<file path="src/rtl/coproc_pkg.sv">
// Shared definitions for the matrix coprocessor front end: opcode map,
// dispatcher FSM encoding and the opcode screening helper.
package coproc_pkg;

  localparam logic [3:0] OP_READ   = 4'd1;
  localparam logic [3:0] OP_WRITE  = 4'd2;
  localparam logic [3:0] OP_SUM    = 4'd3;
  localparam logic [3:0] OP_SUB    = 4'd4;
  localparam logic [3:0] OP_MUL    = 4'd5;
  localparam logic [3:0] OP_TRANSP = 4'd6;
  localparam logic [3:0] OP_OPST   = 4'd7;
  localparam logic [3:0] OP_MULSCL = 4'd8;
  localparam logic [3:0] OP_DET2   = 4'd9;
  localparam logic [3:0] OP_DET3   = 4'd10;
  localparam logic [3:0] OP_DET4   = 4'd11;
  localparam logic [3:0] OP_DET5   = 4'd12;

  typedef enum logic [1:0] {
    IDLE  = 2'd0,
    ISSUE = 2'd1,
    WAIT  = 2'd2
  } state_t;

  // Opcodes form one contiguous legal range; 0 and 13..15 are reserved.
  function automatic logic is_legal_op(input logic [3:0] op);
    return (op >= OP_READ) && (op <= OP_DET5);
  endfunction

endpackage

</file>
<file path="src/rtl/sync_fifo.sv">
// Single-clock FIFO with occupancy count; DEPTH must be a power of two so the
// read/write pointers wrap without extra compare logic.
module sync_fifo #(
  parameter int WIDTH = 32,
  parameter int DEPTH = 8
) (
  input  logic                     clk,
  input  logic                     rst_n,
  input  logic                     push,
  input  logic [WIDTH-1:0]         wdata,
  input  logic                     pop,
  output logic [WIDTH-1:0]         rdata,
  output logic                     full,
  output logic                     empty,
  output logic [$clog2(DEPTH):0]   count
);

  localparam int AW = $clog2(DEPTH);

  logic [WIDTH-1:0] mem_q [DEPTH];
  logic [AW-1:0]    wr_ptr_q;
  logic [AW-1:0]    rd_ptr_q;
  logic [AW:0]      count_q;
  logic             do_push;
  logic             do_pop;

  assign full    = (count_q == (AW+1)'(DEPTH));
  assign empty   = (count_q == '0);
  assign count   = count_q;
  assign rdata   = mem_q[rd_ptr_q];
  assign do_push = push && !full;
  assign do_pop  = pop && !empty;

  // Storage carries no reset; only pointers and count define validity.
  always_ff @(posedge clk) begin
    if (do_push) begin
      mem_q[wr_ptr_q] <= wdata;
    end
  end

  always_ff @(posedge clk or negedge rst_n) begin
    if (!rst_n) begin
      wr_ptr_q <= '0;
      rd_ptr_q <= '0;
      count_q  <= '0;
    end else begin
      if (do_push) begin
        wr_ptr_q <= wr_ptr_q + 1'b1;
      end
      if (do_pop) begin
        rd_ptr_q <= rd_ptr_q + 1'b1;
      end
      if (do_push && !do_pop) begin
        count_q <= count_q + 1'b1;
      end else if (do_pop && !do_push) begin
        count_q <= count_q - 1'b1;
      end
    end
  end

endmodule

</file>
<file path="src/rtl/instr_dispatcher.sv">
// Two-port round-robin front end for the matrix coprocessor: screens opcodes,
// queues instructions and issues them one at a time, with a hang timeout.
module instr_dispatcher import coproc_pkg::*; #(
  parameter int DEPTH   = 8,
  parameter int TIMEOUT = 4095
) (
  input  logic                     clk,
  input  logic                     rst_n,
  input  logic                     req0_valid,
  input  logic [31:0]              req0_instr,
  output logic                     req0_ready,
  input  logic                     req1_valid,
  input  logic [31:0]              req1_instr,
  output logic                     req1_ready,
  output logic [31:0]              cop_instruction,
  output logic                     cop_activate,
  input  logic                     cop_idle,
  output logic                     busy,
  output logic [$clog2(DEPTH):0]   fifo_count,
  output logic [15:0]              done_count,
  output logic                     err_opcode,
  output logic                     err_timeout,
  input  logic                     err_clear,
  output logic [1:0]               dbg_state
);

  localparam int TW = ($clog2(TIMEOUT + 1) > 12) ? $clog2(TIMEOUT + 1) : 12;
  localparam logic [TW-1:0] TIMEOUT_C = TW'(TIMEOUT);

  // Handshake: a word moves on a rising edge where reqN_valid && reqN_ready.
  // Ready is the grant gated by the registered full flag, so a full FIFO
  // refuses every push even if the FSM pops on the same edge.
  logic        ptr_q;
  logic        grant0;
  logic        grant1;
  logic        xfer0;
  logic        xfer1;
  logic [31:0] xfer_instr;
  logic        xfer_legal;
  logic        fifo_push;
  logic        fifo_pop;
  logic        fifo_full;
  logic        fifo_empty;
  logic [31:0] fifo_head;

  state_t        state_q;
  logic [31:0]   instr_q;
  logic          activate_q;
  logic [TW-1:0] timer_q;
  logic [TW-1:0] timer_d;
  logic          timed_out;
  logic [15:0]   done_count_q;
  logic          err_opcode_q;
  logic          err_timeout_q;
  logic          opcode_evt;
  logic          timeout_evt;

  assign grant0     = req0_valid && (!ptr_q || !req1_valid);
  assign grant1     = req1_valid && !grant0;
  assign req0_ready = grant0 && !fifo_full;
  assign req1_ready = grant1 && !fifo_full;
  assign xfer0      = req0_valid && req0_ready;
  assign xfer1      = req1_valid && req1_ready;
  assign xfer_instr = xfer1 ? req1_instr : req0_instr;
  assign xfer_legal = is_legal_op(xfer_instr[3:0]);
  assign fifo_push  = (xfer0 || xfer1) && xfer_legal;
  assign fifo_pop   = (state_q == IDLE) && !fifo_empty;
  assign opcode_evt = (xfer0 || xfer1) && !xfer_legal;

  always_ff @(posedge clk or negedge rst_n) begin
    if (!rst_n) begin
      ptr_q <= 1'b0;
    end else if (xfer0 || xfer1) begin
      ptr_q <= ~ptr_q;
    end
  end

  sync_fifo #(
    .WIDTH (32),
    .DEPTH (DEPTH)
  ) u_fifo (
    .clk   (clk),
    .rst_n (rst_n),
    .push  (fifo_push),
    .wdata (xfer_instr),
    .pop   (fifo_pop),
    .rdata (fifo_head),
    .full  (fifo_full),
    .empty (fifo_empty),
    .count (fifo_count)
  );

  // Timer counts cycles spent in ISSUE+WAIT including the current one, so an
  // abort lands on the edge closing the TIMEOUT-th cycle.
  assign timer_d   = (timer_q == {TW{1'b1}}) ? timer_q : timer_q + 1'b1;
  assign timed_out = (timer_d == TIMEOUT_C);

  assign timeout_evt = timed_out &&
                       (((state_q == ISSUE) && cop_idle) ||
                        ((state_q == WAIT) && !cop_idle));

  always_ff @(posedge clk or negedge rst_n) begin
    if (!rst_n) begin
      state_q      <= IDLE;
      instr_q      <= '0;
      activate_q   <= 1'b0;
      timer_q      <= '0;
      done_count_q <= '0;
    end else begin
      case (state_q)
        IDLE: begin
          if (!fifo_empty) begin
            instr_q    <= fifo_head;
            timer_q    <= '0;
            activate_q <= 1'b1;
            state_q    <= ISSUE;
          end
        end
        ISSUE: begin
          timer_q <= timer_d;
          if (!cop_idle) begin
            activate_q <= 1'b0;
            state_q    <= WAIT;
          end else if (timed_out) begin
            activate_q <= 1'b0;
            state_q    <= IDLE;
          end
        end
        WAIT: begin
          timer_q <= timer_d;
          if (cop_idle) begin
            done_count_q <= done_count_q + 1'b1;
            state_q      <= IDLE;
          end else if (timed_out) begin
            state_q <= IDLE;
          end
        end
        default: begin
          activate_q <= 1'b0;
          state_q    <= IDLE;
        end
      endcase
    end
  end

  // A new error event in the same cycle as err_clear leaves the flag set.
  always_ff @(posedge clk or negedge rst_n) begin
    if (!rst_n) begin
      err_opcode_q  <= 1'b0;
      err_timeout_q <= 1'b0;
    end else begin
      if (opcode_evt) begin
        err_opcode_q <= 1'b1;
      end else if (err_clear) begin
        err_opcode_q <= 1'b0;
      end
      if (timeout_evt) begin
        err_timeout_q <= 1'b1;
      end else if (err_clear) begin
        err_timeout_q <= 1'b0;
      end
    end
  end

  assign cop_instruction = instr_q;
  assign cop_activate    = activate_q;
  assign busy            = (state_q != IDLE) || !fifo_empty;
  assign done_count      = done_count_q;
  assign err_opcode      = err_opcode_q;
  assign err_timeout     = err_timeout_q;
  assign dbg_state       = state_q;

endmodule

</file>
<file path="config.mk">
export PLATFORM = sky130hd
export DESIGN_NAME = instr_dispatcher
export DESIGN_NICKNAME = d
export VERILOG_FILES = /design/src/rtl/coproc_pkg.sv /design/src/rtl/sync_fifo.sv /design/src/rtl/instr_dispatcher.sv
export SDC_FILE = /design/constraint.sdc
export NUM_CORES = 1
export LEC_CHECK = 0
export ABC_AREA = 1
export CORE_ASPECT_RATIO = 0.9
export CORE_MARGIN = 2
export CORE_UTILIZATION = 40
export CTS_BUF_LIST = sky130_fd_sc_hd__clkbuf_4
export CTS_CLUSTER_DIAMETER = 80
export DETAILED_ROUTE_END_ITERATION = 16
export PLACE_DENSITY = 0.6
export SETUP_SLACK_MARGIN = 0.1
export SYNTH_ARGS = -nofsm -noshare
export SYNTH_HDL_FRONTEND = slang
export SYNTH_HIERARCHICAL = 1
export SYNTH_SLANG_ARGS = --single-unit
export TNS_END_PERCENT = 1
</file>
<file path="constraint.sdc">
create_clock -name clk -period 9.7 [get_ports clk]
set_input_delay 0.97 -clock clk [delete_from_list [all_inputs] [get_ports clk]]
set_output_delay 0.97 -clock clk [all_outputs]
set_load 0.03 [all_outputs]
</file>
==> flow_summary.json <==
{
  "outcome": "finished clean",
  "whs_ns": 0.240,
  "critPathLaunch": "u_fifo/count[0]",
  "switching_share": 0.392,
  "clk_pin_slew_worst_paths_ns": 0.06,
  "syn_inst": 1427,
  "rr_startpoint": "u_fifo/count[0]",
  "p_clk_frac": 0.236,
  "synth_edf_count": 256,
  "dr_wl_met2_microns": 15500,
  "gp_congestion": 0.815,
  "max_stage_delay_ns": 0.98,
  "power.share.sequential": 0.392,
  "seq_area_frac_synth": 0.665,
  "die_y_microns": 184,
  "cp.required_ns": 10.01,
  "wl_met3_microns": 1450,
  "drt_first_pass_iters": 5,
  "cp-end-kind": "flop",
  "reg2reg_depth": 17,
  "grt_pass1_vias": 9960,
  "dieArea_sq_mm": 0.0376,
  "synth_ff_type": "edfxtp_1",
  "cts_htree_levels": 3,
  "hpwl_microns": 18400,
  "combPwrFrac": 0.372,
  "yosys_warnings": 6,
  "cts_hold_buf": 0,
  "ioPinCount": 130,
  "startpoint_type": "flop",
  "vias": 10169,
  "ys_types": 35,
  "maxCapViolations": 0,
  "yosys-top-cells-count": "642 x nand2_1, 256 x edfxtp_1, 94 x nor2_1, 81 x o21ai_0, 76 x dfrtp_1",
  "clock.fmax_mhz": 217,
  "syn_area_sq_mm": 0.0144,
  "r2r-end": "u_fifo/mem_q[0][9]",
  "rows": 65,
  "leakage_nw": 7.16,
  "ys_ff_latch": 332,
  "gr-total-overflow": 0,
  "finalHoldViolations": 0,
  "intPower_w": 0.00317,
  "highest_layer": "met4",
  "slew_headroom": 0.188,
  "vdd_ir_drop_max_mv": 0.145,
  "setup_tns_ns": 0,
  "nNetsFinal": 1676,
  "timing.final.crit_period_ns": 4.61,
  "slew_viol_final": 0,
  "drt_iter0_drc": 697,
  "grt_antenna_before_repair": 1,
  "yosysMostFrequentCell": "nand2_1",
  "area_growth_pct": 20.0,
  "cellPowerDensity_mw_per_mm2": 302,
  "worst_pin_slew_ns": 1.22,
  "yosys.area.top_type_share": 0.533,
  "synth_fp_nets": 1509,
  "drive_gt1_frac": 0.122,
  "avgSynthCellArea_sq_um": 10.1,
  "rsz0062_at_grt": "no",
  "clk_latency_ns": 0.72,
  "worstPathArrival_ns": 4.92,
  "post_cts.repair.setup_buffers": 0,
  "regToRegSetupSlack_ns": 5.09,
  "synthArstFlopShare": 0.229,
  "path_cells": "nor2_1 > nand3_1 > inv_1 > nor2_1 > nand2_2 > buf_4 > inv_1 > buf_4 > nand2_1 > nand2_1 > nor2_1 > o21ai_0 > nor2_1 > nand2_1 > inv_2 > nand2_1 > nor2_4",
  "ant_nets": 0,
  "grt_usage": 0.177,
  "io_buffers": 129,
  "wire_per_inst_microns": 15.3,
  "fillCellCount": 3343,
  "grt_max_degree": 90,
  "cts_buffers": 87,
  "die_x_microns": 204,
  "synth.largest_area_cell": "edfxtp_1",
  "post-route-period-util": 0.475,
  "critical_path_class": "flop to flop",
  "drc_errors": 0,
  "grt_pass1_wl_microns": 52100,
  "cts_tree": "done",
  "cts-root-buf": "clkbuf_4",
  "cts_repair_resize_count": 0,
  "wl_met1_microns": 15200,
  "cp_slowest_cell": "nor2_4",
  "initial_utilization": 0.409,
  "hold_path_class": "input port to async pin",
  "core-area_sq_mm": 0.0353,
  "drt_wl_total_microns": 32700,
  "p_total_w": 0.00522,
  "p_switching_w": 0.00205,
  "final.setup_skew_ns": 0.0703,
  "crit_fanout": 33,
  "numClockSinks": 332,
  "synthTopCellsByArea": "edfxtp_1 53%, nand2_1 17%, dfrtp_1 13%",
  "vias_per_cell": 4.76,
  "clockBufferDepth": 3,
  "setup_violations": 0
}
## worst max-delay path, delay by kind of cell (launching register included)
kind | cells | cell delay [ns]
simple gates | 11 | 2.48
compound gates | 1 | 0.17
flops | 1 | 0.45
buf+inv | 5 | 1.00
## cell type report
cell class / count / area (sq um) / area share
clock inverter: 24 / 150 / 0.00867
antenna: 2 / 5.00 / 0.000289
tap: 469 / 587 / 0.0339
multi-input combinational: 983 / 4390 / 0.254
timing repair buffer: 141 / 1380 / 0.0797
clock buffer: 135 / 1010 / 0.0586
sequential: 332 / 9590 / 0.554
inverter: 49 / 186 / 0.0108
## per-layer routing
metal	vias to the layer above	global-route usage
met1	4809	0.233
met5	-	0
met4	0	0.0583
li1	5090	-
met3	47	0.0362
met2	223	0.294
## how the worst max path moves through the flow
stage               slack, ns                  end
CTS                      5.06  u_fifo/mem_q[0][20]
global route             4.74  u_fifo/mem_q[7][11]
detailed placement       4.48  u_fifo/mem_q[7][19]
global placement         4.59  u_fifo/mem_q[0][19]
finish                   5.09   u_fifo/mem_q[0][9]
floorplan                5.78   u_fifo/mem_q[0][0]
## cell usage in the layout, fill, tap and decap left out, drive strengths merged, types with 19 or more instances in the layout
| cell | count |
|---|---|
| clkbuf | 135 |
| nor2 | 104 |
| inv | 50 |
| nand2 | 646 |
| o21ai | 150 |
| edfxtp | 256 |
| clkinv | 19 |
| nand3 | 35 |
| clkdlybuf4s50 | 128 |
| dfrtp | 76 |
## logic make-up (layout without fill, tap and decap cells)
logic type,Yosys count,after routing,synth area share
flops,332,332,0.665
xor+xnor,23,23,0.0140
buf+inv,112,349,0.0358
simple gates,791,791,0.220
compound gates,157,157,0.0551
fa+ha+maj,12,12,0.0109
other cells,0,2,0
## registers in the layout, summed over array words and instances, names as in the netlist
register	cells
ptr_q	1
done_count	16
err_timeout	1
err_opcode	1
cop_activate	1
u_fifo/wr_ptr_q	3
timer_q	12
u_fifo/rd_ptr_q	3
cop_instruction	32
dbg_state	2
u_fifo/count	4
u_fifo/mem_q	256
## stage by stage
stage | utilization | setup WS (ns) | instance area [sq um] | instances
after floorplan | - | 5.78 | 14400 | 1427
after global placement | 0.457 | 4.59 | 16100 | 1974
after detailed placement | 0.457 | 4.48 | 16100 | 1974
after CTS | 0.490 | 5.06 | 17300 | 2133
after global routing | 0.490 | 4.74 | 17300 | 2135
final | 0.490 | 5.09 | 17300 | 2135
## power by group through the flow
stage / Combinational, W / Clock [W] / Sequential (W)
global route: 0.00220 / 0.00135 / 0.00208
finish: 0.00194 / 0.00123 / 0.00204
floorplan: 0.00121 / 0 / 0.00219
detailed placement: 0.00197 / 0 / 0.00208
CTS: 0.00198 / 0.00128 / 0.00205
global placement: 0.00195 / 0 / 0.00207
Power figures use the tool's default switching activity.
